$ cat src/rtl/bd2ph_sync_receiver.sv
// Clocked receiving end of a 2-phase bundled-data channel: synchronizes the
// request, captures the bundled word into a show-ahead FIFO and returns the ack.
module bd2ph_sync_receiver #(
    parameter int WIDTH       = 32,
    parameter int SYNC_STAGES = 2,
    parameter int DEPTH       = 4,
    parameter int CNT_W       = 16
) (
    input  logic             clk,
    input  logic             rst,
    input  logic             inR,
    input  logic [WIDTH-1:0] inData,
    output logic             inA,
    output logic             outValid,
    input  logic             outReady,
    output logic [WIDTH-1:0] outData,
    output logic [CNT_W-1:0] rxCount,
    output logic             fifoFull
);

    localparam int AW = $clog2(DEPTH);
    localparam logic [AW:0] FULL_CNT = (AW+1)'(DEPTH);

    logic [SYNC_STAGES-1:0] syncQ;
    logic                   reqS;
    logic                   pending;
    logic                   push;
    logic                   pop;
    logic [WIDTH-1:0]       mem [DEPTH];
    logic [AW-1:0]          wrPtr;
    logic [AW-1:0]          rdPtr;
    logic [AW:0]            count;

    // Phase mismatch between synchronized request and ack means a word waits;
    // the full test uses only the registered count, so a same-cycle pop never frees a slot.
    always_comb begin
        reqS     = syncQ[SYNC_STAGES-1];
        pending  = reqS ^ inA;
        fifoFull = (count == FULL_CNT);
        outValid = (count != '0);
        push     = pending & ~fifoFull;
        pop      = outValid & outReady;
        outData  = mem[rdPtr];
    end

    always_ff @(posedge clk) begin
        if (rst) begin
            syncQ   <= '0;
            inA     <= 1'b0;
            wrPtr   <= '0;
            rdPtr   <= '0;
            count   <= '0;
            rxCount <= '0;
            for (int unsigned i = 0; i < DEPTH; i++) begin
                mem[i] <= '0;
            end
        end else begin
            syncQ <= {syncQ[SYNC_STAGES-2:0], inR};
            if (push) begin
                mem[wrPtr] <= inData;
                wrPtr      <= wrPtr + AW'(1);
                inA        <= ~inA;
                rxCount    <= rxCount + CNT_W'(1);
            end
            if (pop) begin
                rdPtr <= rdPtr + AW'(1);
            end
            case ({push, pop})
                2'b10:   count <= count + (AW+1)'(1);
                2'b01:   count <= count - (AW+1)'(1);
                default: count <= count;
            endcase
        end
    end

endmodule

$ cat config.mk
export PLATFORM = sky130hd
export DESIGN_NAME = bd2ph_sync_receiver
export DESIGN_NICKNAME = d
export VERILOG_FILES = /design/src/rtl/bd2ph_sync_receiver.sv
export SDC_FILE = /design/constraint.sdc
export NUM_CORES = 1
export LEC_CHECK = 0
export ABC_CLOCK_PERIOD_IN_PS = 2220
export CAP_MARGIN = 40
export CORE_MARGIN = 2
export CORE_UTILIZATION = 42
export DETAILED_ROUTE_END_ITERATION = 12
export GPL_TIMING_DRIVEN = 1
export PLACE_DENSITY = 0.68
export SETUP_SLACK_MARGIN = 0.4
export SLEW_MARGIN = 30
export SYNTH_ARGS = -nofsm -noshare
export SYNTH_HDL_FRONTEND = slang
export SYNTH_SLANG_ARGS = --single-unit
$ cat constraint.sdc
create_clock -name clk -period 2.22 [get_ports clk]
set_input_delay 0.444 -clock clk [delete_from_list [all_inputs] [get_ports clk]]
set_output_delay 0.444 -clock clk [all_outputs]
set_load 0.02 [all_outputs]
==> impl_results.md <==
* Status: complete, but fails checks
* Failing checks: negative setup slack
* Antenna diode count at 0
* Final net count at 640
* Multi-input gate area at 2770 um2
* Pwr dens at 1160 nW/um2
* DRC viols at 0
* Worst Path Required at 1.78 ns
* FF-to-FF End: count[2]
* Leakage power at 3.78 nW
* Netlist cell types at 41
* Worst skew pair latency at about 0.43 ns
* Crit Path Category: register to output port
* Largest net degree at the start of global routing at 33
* Total stage count of the critical path at 4
* Slowest stage delay, CP at roughly 0.53 ns
* Top-count cell post-synth: edfxtp_1
* Register-to-Register Path Depth at 10
* Period utilization at 101%
* RSZ-0062 raised after global routing: true
* IO Count at 87
* Longest Clk Path Bufs at 2
* CP top delay family: multiplexers
* Fin. Hold Viols at 0
* Synth top area share at 56.4%
* Max transition margin at 69.5%
* Maxcap violations at 0
* Primary FF master, synth: edfxtp_1
* FILL cells at around 1,200
* Initial antenna violation count at 0
* CTS tree: built
* Placer Congestion at 0.739
* Core Area at 15,900 um2
* DRT Pass-1 Iters at 4
* Final non-filler cell area at 10,100 um2
* Total Routing Usage GR at between 10% and 20%
* Worst min path class: register to register
* Antenna violation net count after detailed routing at 0
* DIE AREA at 17,300 um2
* Mapped Nets at 497
* Critical-path cell list: buf_12 -> buf_16 -> mux4_2 -> buf_6
* Minimum clock period at around 2.2 ns
* CTS root buf: clkbuf_16
* Clock sinks at 156
* Chip height at 131 um
* Area growth, synth to finish at 48.3%
* CTS clk-pin slew, worst paths at 0.06 ns
* R2R Path Start: count[1]
* Std-Cell Rows at 46
* Place WS at -0.103 ns
* Setup crit end: outData[20]
* Register area at 4420 um2
* Worst Clk Skew at 0.00729 ns
* CP endpoint kind: output port
* Vias in the first global route at 4,597
* WP data arrival at 1.80 ns
* Final setup viols at 4
* Most frequent cells after synthesis: edfxtp_1, and2_1, and3_1
* Slowest library cell on the worst path: mux4_2
* Area post-placement at 8090 um2
* CP bufs+invs at 3
* Via/cell ratio at 5.38
* Post-synth EDFFs at ~130
* Asr flop ratio synth at 0%
* Final Routed Wirelength at 17,800 um
* Synthesized area per cell at ~15 um2
* First-pass GRT wire length at 25,900 um
* Layout cell share with drive strength beyond 1 at 52.6%
* Port Buffers at 86
* Via count at 4,466
* Max IR drop VDD at ~0.72 mV
* Half-perimeter wire length after placement at 8530 um
* Worst-Margin Slew at 0.457 ns
* Core Util, Final at 63.6%
* Max FO, Critical Path at 6
* Part of the Yosys area used for sequential elements at 64.6%
* Die width at 131 um
* R2R setup slack at 0.07 ns
* Synth Register Bits at 156
* Achievable frequency at between 400 and 500 MHz
* Sum of negative setup slack at -0.0354 ns
* Startpoint Class: register
* Routed wire length per instance at 21.4 um
* Largest cells by area after synthesis: edfxtp_1, mux4_2, dfxtp_1
* Initial drt markers at between 300 and 400
* Synth warnings at 0
* Gate Count Post-Synth at roughly 460
* Number of buffers created by CTS at 17
* Mapped cell area at approximately 6800 um2
* Initial core utilization at 42.9%
* Aggregate global routing overflow at 0
* Max Slew Vio Count at 0
* CTS H-Tree Depth at 4
* Dominant cell type by area after synthesis: edfxtp_1
* PnR worst setup slack at -0.0253 ns
[repair_timing]
item | CTS | global route
endpoints found under the hold margin | 0 | 0
setup buffers | 17 | 9
endpoints found under the setup margin | 296 | 244
hold buffers | 0 | 0
gates resized for setup | 363 | 39
pin swaps | 68 | 6
gates cloned | 10 | 11
[placed cells by master, fill, tap and decap left out, types with 12 or more instances in the layout]
master             n
buf_4             16
dfxtp_1           21
dlygate4sd2_1     17
edfxtp_1         128
buf_6             50
clkbuf_16         25
clkdlybuf4s50_1   35
nor2_1            14
buf_12            12
and3_4            64
mux4_2            32
and2_4            64
[flip-flops by register name (all words and copies together), names as in the netlist, named ones only]
name	cells
wrPtr	2
inA	1
rxCount	16
mem	128
count	3
rdPtr	2
syncQ	2
[how the worst min path moves through the flow]
stage | start | to | slack [ns] | cells past startpoint
3_3_place_gp | syncQ[0] | syncQ[1] | 0.43 | 1
2_1_floorplan | syncQ[0] | syncQ[1] | 0.41 | 1
5_1_grt | syncQ[0] | syncQ[1] | 0.48 | 1
4_1_cts | syncQ[0] | syncQ[1] | 0.45 | 1
6_report | syncQ[0] | syncQ[1] | 0.45 | 1
3_5_place_dp | syncQ[0] | syncQ[1] | 0.44 | 1
[power by group]
group | internal (mW) | switching [mW]
clock | 1.87 | 1.19
combinational | 2.64 | 2.18
sequential | 3.65 | 0.199
total | 8.16 | 3.56
[routing by layer]
metal  vias to the layer above  GRT usage [%]  wire length, um
met5                         -              0                0
met4                         0           7.79              307
met3                        23           3.70              963
met2                       144           33.9             9080
met1                      2286           25.5             7410
li1                       2013              -                -
[worst reg2reg max path, cell delays in order (launching register included)]
cell,delay [ns]
dfxtp_4,0.34
or3b_4,0.44
inv_8,0.08
nor2_4,0.04
inv_4,0.09
ha_4,0.13
inv_2,0.03
fa_2,0.34
xor2_2,0.16
or3_1,0.31
a21oi_1,0.13
[cells by family after synthesis]
| family | after synthesis | synth area share, % |
|---|---|---|
| XOR/XNOR | 15 | 2.04 |
| adder cells (fa/ha/maj) | 3 | 0.661 |
| multiplexers | 32 | 10.6 |
| buffers and inverters | 38 | 2.99 |
| AO/OA/AOI/OAI | 24 | 1.95 |
| flip-flops | 156 | 64.6 |
| AND/OR/NAND/NOR | 190 | 17.2 |
[through the flow]
| step | total power [mW] | hold slack [ns] | std cells |
|---|---|---|---|
| after floorplan | 5.80 | 0.414 | 458 |
| after global placement | 7.04 | 0.431 | 750 |
| after detailed placement | 7.12 | 0.444 | 751 |
| after CTS | 11.2 | 0.452 | 810 |
| after global routing | 12.2 | 0.477 | 830 |
| final | 11.7 | 0.449 | 830 |
[cell type report]
cell class,instances,area share [%]
multi-input cells,265,27.4
clock inverters,15,1.96
repair buffers,154,19.7
flip-flops and latches,156,43.7
clock buffers,17,4.21
well taps,216,2.67
inverters,7,0.359
No activity file was read; power rests on OpenSTA's default activity.
